==> src/rtl/rgb2ycc_if.sv <==
// Pixel stream bundle for rgb2ycc: RGB input side and YCbCr output side.
// master drives pixels in; slave is the converter.
interface rgb2ycc_if #(parameter int COLORDEPTH = 8);
    logic [3*COLORDEPTH-1:0] rgb_i;
    logic                    dv_i;
    logic                    line_end_i;
    logic [1:0]              mode_i;
    logic [3*COLORDEPTH-1:0] ycc_o;
    logic                    dv_o;
    logic                    line_end_o;

    modport master (
        output rgb_i, dv_i, line_end_i, mode_i,
        input  ycc_o, dv_o, line_end_o
    );

    modport slave (
        input  rgb_i, dv_i, line_end_i, mode_i,
        output ycc_o, dv_o, line_end_o
    );
endinterface

==> src/rtl/rgb2ycc.sv <==
// RGB to YCbCr converter, 3-stage free-running pipeline (multiply, sum, clamp/format).
// Optional macro RGB2YCC_ROUND_EN selects round-half-up instead of floor truncation.
module rgb2ycc #(
    parameter int COLORDEPTH = 8
) (
    input logic       clk,
    input logic       rst,
    rgb2ycc_if.slave  bus
);
    localparam int CD = COLORDEPTH;
    localparam int W  = CD + 10;
    localparam logic [CD-1:0]       OFS   = {1'b1, {(CD-1){1'b0}}};
    localparam logic [CD-1:0]       MAXV  = {CD{1'b1}};
    localparam logic signed [W-1:0] OFS_W = {{(W-CD){1'b0}}, OFS};

`ifdef RGB2YCC_ROUND_EN
    localparam logic signed [W-1:0] RND     = W'(128);
    localparam logic [CD:0]         AVG_RND = {{CD{1'b0}}, 1'b1};
`else
    localparam logic signed [W-1:0] RND     = '0;
    localparam logic [CD:0]         AVG_RND = '0;
`endif

    typedef enum logic [1:0] {
        MODE_GRAY = 2'b00,
        MODE_444  = 2'b01,
        MODE_422  = 2'b10
    } mode_t;

    function automatic mode_t decode_mode(input logic [1:0] m);
        case (m)
            2'b00:   return MODE_GRAY;
            2'b10:   return MODE_422;
            default: return MODE_444;
        endcase
    endfunction

    function automatic logic signed [W-1:0] mul(input logic [CD-1:0] c, input logic signed [9:0] k);
        logic signed [W-1:0] a;
        logic signed [W-1:0] b;
        a = {{(W-CD){1'b0}}, c};
        b = {{(W-10){k[9]}}, k};
        return a * b;
    endfunction

    function automatic logic [CD-1:0] clamp(input logic signed [W-1:0] v);
        if (v[W-1])
            return '0;
        else if (|v[W-2:CD])
            return MAXV;
        else
            return v[CD-1:0];
    endfunction

    logic [CD-1:0] r;
    logic [CD-1:0] g;
    logic [CD-1:0] b;
    assign r = bus.rgb_i[3*CD-1:2*CD];
    assign g = bus.rgb_i[2*CD-1:CD];
    assign b = bus.rgb_i[CD-1:0];

    // Line tracking: mode and 4:2:2 phase are resolved per pixel at the input.
    mode_t mode_q;
    mode_t pix_mode;
    logic  phase_q;
    logic  pix_phase;
    logic  first_q;

    always_comb begin
        pix_mode  = first_q ? decode_mode(bus.mode_i) : mode_q;
        pix_phase = first_q ? 1'b0 : phase_q;
    end

    always_ff @(posedge clk or posedge rst) begin
        if (rst) begin
            mode_q  <= MODE_444;
            phase_q <= 1'b0;
            first_q <= 1'b1;
        end else if (bus.dv_i) begin
            mode_q  <= pix_mode;
            phase_q <= ~pix_phase;
            first_q <= bus.line_end_i;
        end
    end

    logic signed [W-1:0] prod [9];

    always_comb begin
        prod[0] = mul(r,  10'sd72);
        prod[1] = mul(g,  10'sd144);
        prod[2] = mul(b,  10'sd30);
        prod[3] = mul(r, -10'sd38);
        prod[4] = mul(g, -10'sd74);
        prod[5] = mul(b,  10'sd112);
        prod[6] = mul(r,  10'sd112);
        prod[7] = mul(g, -10'sd94);
        prod[8] = mul(b, -10'sd18);
    end

    logic                s1_dv;
    logic                s1_le;
    logic                s1_phase;
    mode_t               s1_mode;
    logic signed [W-1:0] p1 [9];

    always_ff @(posedge clk or posedge rst) begin
        if (rst) begin
            s1_dv    <= 1'b0;
            s1_le    <= 1'b0;
            s1_phase <= 1'b0;
            s1_mode  <= MODE_444;
            p1       <= '{default: '0};
        end else begin
            s1_dv    <= bus.dv_i;
            s1_le    <= bus.dv_i & bus.line_end_i;
            s1_phase <= pix_phase;
            s1_mode  <= pix_mode;
            p1       <= prod;
        end
    end

    logic signed [W-1:0] y_sum;
    logic signed [W-1:0] cb_sum;
    logic signed [W-1:0] cr_sum;

    always_comb begin
        y_sum  = p1[0] + p1[1] + p1[2] + RND;
        cb_sum = p1[3] + p1[4] + p1[5] + RND;
        cr_sum = p1[6] + p1[7] + p1[8] + RND;
    end

    logic                s2_dv;
    logic                s2_le;
    logic                s2_phase;
    mode_t               s2_mode;
    logic signed [W-1:0] y2;
    logic signed [W-1:0] cb2;
    logic signed [W-1:0] cr2;

    always_ff @(posedge clk or posedge rst) begin
        if (rst) begin
            s2_dv    <= 1'b0;
            s2_le    <= 1'b0;
            s2_phase <= 1'b0;
            s2_mode  <= MODE_444;
            y2       <= '0;
            cb2      <= '0;
            cr2      <= '0;
        end else begin
            s2_dv    <= s1_dv;
            s2_le    <= s1_le;
            s2_phase <= s1_phase;
            s2_mode  <= s1_mode;
            y2       <= y_sum >>> 8;
            cb2      <= (cb_sum >>> 8) + OFS_W;
            cr2      <= (cr_sum >>> 8) + OFS_W;
        end
    end

    logic [CD-1:0] y3;
    logic [CD-1:0] cb3;
    logic [CD-1:0] cr3;
    logic [CD-1:0] cr_store;
    logic [CD:0]   avg_sum;
    logic [CD-1:0] f1;
    logic [CD-1:0] f2;

    // In 4:2:2 the odd pixel carries the averaged Cr of the pair; F2 is unused.
    always_comb begin
        y3      = clamp(y2);
        cb3     = clamp(cb2);
        cr3     = clamp(cr2);
        avg_sum = {1'b0, cr_store} + {1'b0, cr3} + AVG_RND;
        f1      = OFS;
        f2      = OFS;
        case (s2_mode)
            MODE_444: begin
                f1 = cb3;
                f2 = cr3;
            end
            MODE_422: begin
                f1 = s2_phase ? avg_sum[CD:1] : cb3;
                f2 = '0;
            end
            default: begin
                f1 = OFS;
                f2 = OFS;
            end
        endcase
    end

    logic [3*CD-1:0] ycc_q;
    logic            dv_q;
    logic            le_q;

    always_ff @(posedge clk or posedge rst) begin
        if (rst) begin
            ycc_q    <= '0;
            dv_q     <= 1'b0;
            le_q     <= 1'b0;
            cr_store <= '0;
        end else begin
            dv_q <= s2_dv;
            le_q <= s2_le;
            if (s2_dv) begin
                ycc_q <= {y3, f1, f2};
                if (s2_mode == MODE_422 && !s2_phase)
                    cr_store <= cr3;
            end
        end
    end

    assign bus.ycc_o      = ycc_q;
    assign bus.dv_o       = dv_q;
    assign bus.line_end_o = le_q;

endmodule

==> src/flat_wrapper.sv <==
// flat-port wrapper written by rule: the top's interface ports become plain ports
module rgb2ycc_flat 
#(
    parameter int COLORDEPTH = 8
)
  (clk, rst, bus_rgb_i, bus_dv_i, bus_line_end_i, bus_mode_i, bus_ycc_o, bus_dv_o, bus_line_end_o);
  rgb2ycc_if #(.COLORDEPTH(COLORDEPTH)) bus_i ();
  input logic clk;
  input logic rst;
  input wire logic [$bits(bus_i.rgb_i)-1:0] bus_rgb_i;
  input wire logic [$bits(bus_i.dv_i)-1:0] bus_dv_i;
  input wire logic [$bits(bus_i.line_end_i)-1:0] bus_line_end_i;
  input wire logic [$bits(bus_i.mode_i)-1:0] bus_mode_i;
  output wire logic [$bits(bus_i.ycc_o)-1:0] bus_ycc_o;
  output wire logic [$bits(bus_i.dv_o)-1:0] bus_dv_o;
  output wire logic [$bits(bus_i.line_end_o)-1:0] bus_line_end_o;
  assign bus_i.rgb_i = bus_rgb_i;
  assign bus_i.dv_i = bus_dv_i;
  assign bus_i.line_end_i = bus_line_end_i;
  assign bus_i.mode_i = bus_mode_i;
  assign bus_ycc_o = bus_i.ycc_o;
  assign bus_dv_o = bus_i.dv_o;
  assign bus_line_end_o = bus_i.line_end_o;
  rgb2ycc #(.COLORDEPTH(COLORDEPTH)) u_core (.clk(clk), .rst(rst), .bus(bus_i));
endmodule
==> config.mk <==
export PLATFORM = sky130hd
export DESIGN_NAME = rgb2ycc_flat
export DESIGN_NICKNAME = d
export VERILOG_FILES = /design/src/rtl/rgb2ycc_if.sv /design/src/rtl/rgb2ycc.sv /design/src/flat_wrapper.sv
export SDC_FILE = /design/constraint.sdc
export NUM_CORES = 1
export LEC_CHECK = 0
export ABC_AREA = 1
export CORE_AREA = 2 2 181 165
export DETAILED_ROUTE_END_ITERATION = 6
export DIE_AREA = 0 0 183 167
export PLACE_DENSITY_LB_ADDON = 0.15
export SYNTH_ARGS = -nofsm -noshare
export SYNTH_HDL_FRONTEND = slang
export SYNTH_SLANG_ARGS = --single-unit
==> constraint.sdc <==
create_clock -name clk -period 10.26 [get_ports clk]
set_input_delay 3.078 -clock clk [delete_from_list [all_inputs] [get_ports clk]]
set_output_delay 3.078 -clock clk [all_outputs]
set_load 0.02 [all_outputs]
==> key figures, run 1 <==
Yosys
  • Yosys warnings: 0
  • Sequential cell area fraction in the yosys report: roughly a third
  • Seq cells post-synth: approximately 190
  • Number of instances in the synthesized netlist: approximately 1.5k
  • Post-synthesis cell area: 14500 sq um
  • Nets in the synthesized netlist: 1893
  • Average size of a mapped cell: around 9.5 sq um
  • Number of different library cells in the post-synthesis netlist: 37

Floorplanning
  • Number of top-level design ports: between 50 and 60
  • Vert. Die Dim: roughly 170 um
  • Area of the core: ~29000 sq um
  • Starting utilization of the core area: between 50% and 60%
  • Number of placement rows: approximately 60
  • DIE AREA: a little over 30000 sq um
  • Horiz. Die Dim: 183 um

Route
  • Routed length per placed instance: 16.1 um
  • DRC marker count from the first detailed-route iteration: 524
  • Post-detailed-route DRC marker count: 0
  • Via density per instance: between 5 and 6
  • Total Routed Length: between 30000 and 40000 um
  • Drt pass-1 iters: 5
  • Routed via count: approximately 10k
  • Antenna Nets Post-Route: 0

Critical path
  • Kind of cell adding the most delay to the critical path: adder cells
  • Minimum setup slack among reg-to-reg paths: 7.66 ns
  • Worst-path cell chain: clkdlybuf4s50_1, inv_1, ha_1, inv_1, fa_1, fa_1, inv_1, fa_1, inv_1, ha_1, a21oi_1, o21ai_0, a21o_1, a21oi_1, xor2_1
  • Critical Path End Type: flop
  • Crit-path max cell delay: approximately 0.74 ns
  • Arrival time at the worst endpoint: 7.11 ns
  • Cell seen most often among critical-path stages: sky130_fd_sc_hd__inv_1
  • Critical setup path kind: in -> reg
  • Critical path required time: 10.63 ns
  • Maximum fanout encountered on the critical timing path: 8
  • Category of the worst setup path launch point: input pin
  • Critical Path Slowest Stage Cell: sky130_fd_sc_hd__clkdlybuf4s50_1
  • Buffering stage count on the worst path with inverters included: 5

Placement
  • Routability congestion estimate: just over 0.9
  • Port-buffer cells: 55
  • Placement Cell Area: approximately 15000 sq um
  • Post-Place Setup Slack: just over 3 ns
  • HPWL after detailed placement: 26600 um

STA
  • Clock Skews: roughly 0.012 ns
  • Period Utilization, post-route: between 60 and 70%
  • Setup violation total in the final timing report: 0
  • Slew Viols, Final: 0
  • RSZ-0062 raised after global routing: no
  • Post-layout min period: approximately 6.7 ns
  • Slew HR: 33.9%
  • Peak Freq: roughly 150 MHz
  • Worst Slack Setup Final: about 3.5 ns
  • Final hold violation count: 0
  • Setup total negative slack: 0 ns
  • Measured slew at the worst slew-check pin: 0.992 ns

Outcome
  • Status: finished, final reports clean

Finish
  • Area growth, synth to finish: 11.0%
  • Final non-filler cell area: around 16000 sq um
  • Layout cell share with drive strength beyond 1: about 3.8%
  • Final antenna diode count: 0
  • Most frequent standard cell in the layout excluding fill and tap cells: sky130_fd_sc_hd__inv_1
  • Finished Core Util: between 50% and 60%
  • Final net count: 1965
  • Final-layout fill cell count: 2554
  • Combined flip-flop and latch cell area: around 4700 sq um
  • Commonest cells after routing, fill and taps aside: sky130_fd_sc_hd__inv_1 (289), sky130_fd_sc_hd__ha_1 (248), sky130_fd_sc_hd__nand2_1 (215)
  • Multi-input logic area: between 8000 and 9000 sq um

Global route
  • GRT overflow: 0
  • Largest net degree at the start of global routing: 79
  • All-layer global routing usage: 22.2%
  • Initial antenna violation count: 4
  • Via count of the first global-routing pass: roughly 10k
  • Global-route wire length before repair: approximately 52000 um

Clock tree
  • Clk sinks: roughly 190
  • Clk Latency, worst-skew pair: approximately 0.44 ns
  • CTS tree: yes
  • Buffer levels on the longest clock path: 2
  • Clk Tree Root Cell: sky130_fd_sc_hd__clkbuf_16
  • Post_cts resized: 0
  • Clock buffers created by TritonCTS: 17
  • H-tree lvl count: 4
  • Hold-fix buffer count after cts: 0
  • Clock Pin Slew Worst Setup and Hold Paths: roughly 0.070 ns
  • # Post-CTS Setup Buffers: 0

Min path
  • Worst min-delay path category: reg -> reg

Power
  • Peak supply drop: ~0.23 mV
  • Ratio of total power to cell area: 306 nW/um^2
  • Total Power: 4.91 mW
  • Leakage power: between 8 and 9 nW

Flow run
  • Max Cap Violations: 0
## metal layers
layer / track usage [%] / part of all wire, % / wire length, um
met1: 30.0 / 46 / 14700
met2: 36.3 / 47 / 14900
met3: 3.30 / 3.7 / 1170
met4: 8.28 / 3.2 / 1010
met5: 0 / 0 / 0
## registers in the layout, summed over array words and instances (netlist names), 2 cells and up
register / flops
u_core.cb2: 11
u_core.bus.ycc_o: 24
u_core.mode_q: 2
u_core.s1_mode: 2
u_core.p1: 107
u_core.s2_mode: 2
u_core.y2: 9
u_core.cr_store: 8
u_core.cr2: 11
## worst paths after layout
path | from | endpoint | cells after the start
setup / recovery | bus_rgb_i[12] | u_core.p1[85] | 15
hold / removal | u_core.s2_le | u_core.bus.line_end_o | 0
setup reg to reg | u_core.p1[62] | u_core.cb2[9] | 10
hold reg to reg | u_core.s2_le | u_core.bus.line_end_o | 0
max in group asynchronous | rst | u_core.p1[106] | 3
min in group asynchronous | rst | u_core.s2_le | 2
## cell families after synthesis
logic type	synth area share, %
AOI/OAI and AO/OA	8.86
xor gates and xnor gates	5.27
adders and majority gates	35.2
buffers and inverters	7.66
DFF	32.2
and+or+nand+nor	10.8
## cell type report
cell class              count  share of cell area [%]
flip-flops and latches    186                    29.0
inverters                 291                    6.84
multi-input cells        1035                    54.2
clock buffers              19                    2.76
repair buffers             57                    3.52
well taps                 366                    2.85
clock inverters            13                   0.811
## report_power, final
group	internal, mW	switching [mW]
sequential	1.03	0.155
clock	0.328	0.314
combinational	1.20	1.88
total	2.56	2.35
## per-stage QoR
step	cells	hold WS (ns)
after floorplan	1516	0.331
after global placement	1935	0.334
after detailed placement	1935	0.336
after CTS	1967	0.354
after global routing	1967	0.357
final	1967	0.350
## cells in the mapped netlist (all sizes together)
library cell    n  area share [%]
xnor2          17             1.0
nand3          49             1.7
nor2           74             1.9
nor3            8            0.28
o31ai           2            0.10
nand4          10            0.43
o2111ai         1           0.061
a21o            9            0.47
nand3b          3            0.16
xor2           70             4.2
clkbuf          4            0.10
a21oi         100             3.5
dfrtp         182              31
a211oi          2            0.10
o21bai          9            0.49
inv           291             7.6
dfstp           4            0.73
fa             99              14
o21a            5            0.26
a31oi           4            0.17
a22o            3            0.18
nand2         226             6.1
ha            248              21
o21ai          83             2.9
or2             1           0.043
nor4            2            0.17
o211ai          6            0.31
a221oi          4            0.24
(Power assumes the default switching activity.)
==> run 2, diff against run 1 <==
==> constraint.sdc (replaced) <==
create_clock -name clk -period 5.4 [get_ports clk]
set_input_delay 1.62 -clock clk [delete_from_list [all_inputs] [get_ports clk]]
set_output_delay 1.62 -clock clk [all_outputs]
set_load 0.02 [all_outputs]
==> run 2 against run 1 <==
Effect of this change:
- first-iteration DRC count shrank 0.95%
- register-to-register slack got worse by 4.9 ns
- largest power group unchanged
- clock skew is 0.0082 ns higher
- critical path depth is the same
- worst hold slack gained 0.0025 ns
- highest routed layer unchanged
- sequential power rose by 90%
- cell area increased by 1.6%
- combinational power is 93% higher
- wire length up 0.56%
- global-route usage about the same
- clock-buffer cell count down 1
==> key figures, run 2 (synthesized netlist as in run 1, its figures left out) <==
Outcome
  • Status: finished, final reports clean

STA
  • Period Utilization, post-route: about 93%
  • RSZ-0062 raised after global routing: no
  • Setup violation total in the final timing report: 0
  • Final hold violation count: 0
  • Measured slew at the worst slew-check pin: ~0.91 ns
  • Post-layout min period: between 5 and 6 ns
  • Slew HR: a little under 40%
  • Slew Viols, Final: 0
  • Peak Freq: 199 MHz
  • Worst Slack Setup Final: ~0.36 ns
  • Clock Skews: approximately 0.020 ns

Finish
  • Layout cell share with drive strength beyond 1: under 10%
  • Top reg by flops: u_core.p1
  • Most frequent standard cell in the layout excluding fill and tap cells: sky130_fd_sc_hd__inv_1
  • Area growth, synth to finish: 12.8%
  • Final net count: roughly 2.0k
  • Finished Core Util: a little under three fifths
  • Number of flip-flops under the largest register name: roughly 110
  • Commonest cells after routing, fill and taps aside: sky130_fd_sc_hd__inv_1 (289), sky130_fd_sc_hd__ha_1 (248), sky130_fd_sc_hd__nand2_1 (215)

Power
  • Peak supply drop: between 0.2 and 0.3 mV
  • Leakage power: ~8.6 nW
  • Ratio of total power to cell area: a little under 600 nW/um^2

Clock tree
  • H-tree lvl count: 4
  • CTS tree: yes
  • Clk Latency, worst-skew pair: around 0.44 ns
  • Hold-fix buffer count after cts: 0
  • Clock buffers created by TritonCTS: 17
  • Post_cts resized: 0
  • # Post-CTS Setup Buffers: 0
  • Clock Pin Slew Worst Setup and Hold Paths: 0.08 ns
  • Buffer levels on the longest clock path: 2
  • Clk Tree Root Cell: sky130_fd_sc_hd__clkbuf_16
  • Clk sinks: roughly 190

Global route
  • GRT overflow: 0
  • All-layer global routing usage: 22.2%
  • Via count of the first global-routing pass: between 10k and 15k
  • Global-route wire length before repair: ~53000 um
  • Initial antenna violation count: 2
  • Largest net degree at the start of global routing: between 70 and 80

Placement
  • Port-buffer cells: 55
  • HPWL after detailed placement: 26700 um
  • Post-Place Setup Slack: -0.0772 ns
  • Routability congestion estimate: around 0.94

Floorplanning
  • Number of top-level design ports: 56
  • DIE AREA: a little over 30000 sq um
  • Area of the core: 28600 sq um
  • Horiz. Die Dim: roughly 180 um
  • Number of placement rows: 59
  • Vert. Die Dim: roughly 170 um
  • Starting utilization of the core area: between 50% and 60%

Route
  • Via density per instance: just over 5
  • Post-detailed-route DRC marker count: 0
  • Total Routed Length: ~32000 um
  • Drt pass-1 iters: 5
  • Routed via count: 10.2k
  • DRC marker count from the first detailed-route iteration: slightly above 500
  • Antenna Nets Post-Route: 0
  • Routed length per placed instance: between 15 and 20 um

Min path
  • Worst min-delay path category: reg -> reg
  • Worst hold path depth: 0

Critical path
  • Worst reg-to-reg path cell count: 16
  • Maximum fanout encountered on the critical timing path: 4
  • Critical path required time: ~5.8 ns
  • Critical setup path kind: in -> reg
  • Category of the worst setup path launch point: input pin
  • Arrival time at the worst endpoint: between 5 and 6 ns
  • Critical Path End Type: flop

Flow run
  • Max Cap Violations: 0
## run 2: changes by cell type in the layout (fill, tap and decap cells not counted), sizes merged
cell      delta
buf         +27
clkinv       -4
inv          +4
clkbuf       -1
clkinvlp     +1
diode        +1
## run 2: worst paths after layout
path	from	to	slack (ns)
worst max-delay path	bus_rgb_i[12]	u_core.p1[85]	0.36
worst min-delay path	u_core.s1_le	u_core.s2_le	0.35
worst max register to register	u_core.cr2[16]	u_core.bus.ycc_o[14]	2.79
worst min register to register	u_core.s1_le	u_core.s2_le	0.35
max in group asynchronous	rst	u_core.p1[150]	2.82
min in group asynchronous	rst	u_core.cr2[16]	1.71
## run 2: critical path, stage by stage
cell and delay, ns:
sky130_fd_sc_hd__clkdlybuf4s50_1 0.53, sky130_fd_sc_hd__inv_1 0.06, sky130_fd_sc_hd__ha_1 0.32, sky130_fd_sc_hd__inv_1 0.08
sky130_fd_sc_hd__fa_1 0.44, sky130_fd_sc_hd__fa_1 0.55, sky130_fd_sc_hd__inv_1 0.06, sky130_fd_sc_hd__fa_1 0.52
sky130_fd_sc_hd__inv_1 0.04, sky130_fd_sc_hd__ha_1 0.33, sky130_fd_sc_hd__a21oi_1 0.15, sky130_fd_sc_hd__o21ai_0 0.14
sky130_fd_sc_hd__a21o_1 0.21, sky130_fd_sc_hd__a21oi_1 0.18, sky130_fd_sc_hd__xor2_1 0.17
## run 2: power breakdown
group	internal (mW)	leakage (nW)	total, mW	switching (mW)
combinational	2.31	6.12	5.93	3.62
clock	0.644	0.297	1.28	0.632
sequential	1.95	2.20	2.24	0.281
total	4.91	8.62	9.44	4.53
## run 2: cell type report
type                            count  area [sq um]
Antenna cell                        1          2.50
Inverter                          291          1100
Clock buffer                       18           439
Tap cell                          366           458
Timing Repair Buffer               84           793
Multi-Input combinational cell   1035          8700
Fill cell                        2553         12300
Clock inverter                     14           163
Sequential cell                   186          4660
## run 2: routing by layer
layer | vias up | GRT usage, % | share of wire [%]
met2 | 183 | 35.9 | 47
met1 | 4875 | 31.1 | 47
met4 | 0 | 6.23 | 2.1
met3 | 36 | 3.52 | 3.8
li1 | 5079 | - | -
met5 | - | 0 | 0
## run 2: metrics by stage
step	std cells	total power, mW	cell area [sq um]	hold WS (ns)	TNS (ns)
finish	1995	9.44	16300	0.353	0
global route	1994	10.4	16300	0.360	0
CTS	1994	9.45	16300	0.356	0
detailed placement	1962	8.13	15700	0.337	-0.0886
global placement	1962	8.06	15700	0.333	0
floorplan	1516	6.58	14500	0.331	0
==> edit: new RTL, config.mk and constraints of run 1 <==
Encoding of `mode_t`: now one-hot (3 bits for 3 values).
--- a/src/rtl/rgb2ycc.sv
+++ b/src/rtl/rgb2ycc.sv
@@ -21,10 +21,10 @@
     localparam logic [CD:0]         AVG_RND = '0;
 `endif
 
-    typedef enum logic [1:0] {
-        MODE_GRAY = 2'b00,
-        MODE_444  = 2'b01,
-        MODE_422  = 2'b10
+    typedef enum logic [2:0] {
+        MODE_GRAY = 3'b001,
+        MODE_444  = 3'b010,
+        MODE_422  = 3'b100
     } mode_t;
 
     function automatic mode_t decode_mode(input logic [1:0] m);
Formal check against the unedited RTL: no difference found for any inputs over 4 cycles, from zero or initial values and one cycle with rst high; so few cycles prove little.
==> edit against run 1 <==
  * Synthesized area rose by 2.9%
  * Routed wire length rose by 3.2%
  * Cell count rose by 4.6%
  * Total power rose by 2.6%
  * Setup slack improved by 0.046 ns
  * Cell area rose by 2.6%
  * Non-clock buffer count fell by 1
  * Die area did not move
  * Sequential cell count rose by 3
==> edit: results (changes against run 1) <==
| Metric | Value |
|---|---|
| Status | `complete, no violations (unchanged)` |
| Clock-cell share | `3.49% (was 3.57%)` |
| Final cycle utilization of the critical path | `65.3% (was 65.7%)` |
| Multi-input gate area | `8980 um^2 (was 8700 um^2)` |
| Worst EP arrival | `7.01 ns (was 7.11 ns)` |
| Seq/Total Area, Yosys | `31.8% (was 32.2%)` |
| Multi-input comb cells | `1106 (was 1035)` |
| Pleak | `0.00866 uW (was 0.00847 uW)` |
| Largest net degree at the start of global routing | `114 (was 79)` |
| Total Routing Usage GR | `22.7% (was 22.2%)` |
| Hold Crit Start | `u_core.s1_le$_DFF_PP0_ (was u_core.s2_le$_DFF_PP0_)` |
| Max FO, Critical Path | `7 (was 8)` |
| Gpl congestion | `0.893 (was 0.905)` |
| Mean Syn Cell Area | `9.26 um^2 (was 9.54 um^2)` |
| Synth cell count leaders | `inv_1 (300), nand2_1 (264), ha_1 (246) (was inv_1 (290), ha_1 (248), nand2_1 (215))` |
| Distinct cells, synth | `44 (was 37)` |
| Slew of the pin with the lowest slew margin | `0.950 ns (was 0.992 ns)` |
| Place WS | `3.12 ns (was 3.07 ns)` |
| Clk_skew | `0.0104 ns (was 0.0117 ns)` |
| Via/cell ratio | `5.09 (about the same)` |
| Placed inst area | `15900 um^2 (was 15500 um^2)` |
| Critical Path Max Stage Delay | `0.66 ns (was 0.74 ns)` |
| Nets | `2053 (was 1965)` |
| Worst vdd ir | `0.156 mV (was 0.230 mV)` |
| Wire length per cell | `15.9 um (was 16.1 um)` |
| DRT iter0 DRCs | `653 (was 524)` |
| Seq/total area | `28.8% (was 29.0%)` |
| Reg2Reg Depth | `16 (was 10)` |
| R2R Setup Slk | `7.68 ns (was 7.66 ns)` |
| Layout cells sized above 1 | `4.32% (was 3.81%)` |
| Inst Count DP | `2025 (was 1935)` |
| Power per Cell Area | `306 nW/um^2 (about the same)` |
edit: kinds of logic (layout without fill, tap and decap cells):
group	after synthesis	in the layout	share of synthesized area, %
flip-flops	189	189	31.8
buffers and inverters	313	396	7.91
adder cells (fa/ha/maj)	345	345	34.0
AND/OR/NAND/NOR	456	456	13.1
XOR/XNOR	84	84	4.94
AO/OA/AOI/OAI	221	221	8.24
edit: power breakdown:
group / switching, uW / internal [uW] / total (uW)
Combinational: 1950 / 1240 / 3190
Sequential: 154 / 1040 / 1200
Clock: 318 / 327 / 645
edit: critical path, delay by kind of cell:
| family | cells | cell delay, ns |
|---|---|---|
| adders and majority gates | 5 | 2.21 |
| buffers and inverters | 4 | 0.90 |
| AOI/OAI and AO/OA | 4 | 0.69 |
| xor gates and xnor gates | 1 | 0.15 |
edit: per-layer routing:
layer  part of all wire (%)  vias to the layer above
li1                       -                     5270
met5                      0                        -
met1                     49                     5011
met2                     45                      172
met4                    1.2                        0
met3                    4.3                       21
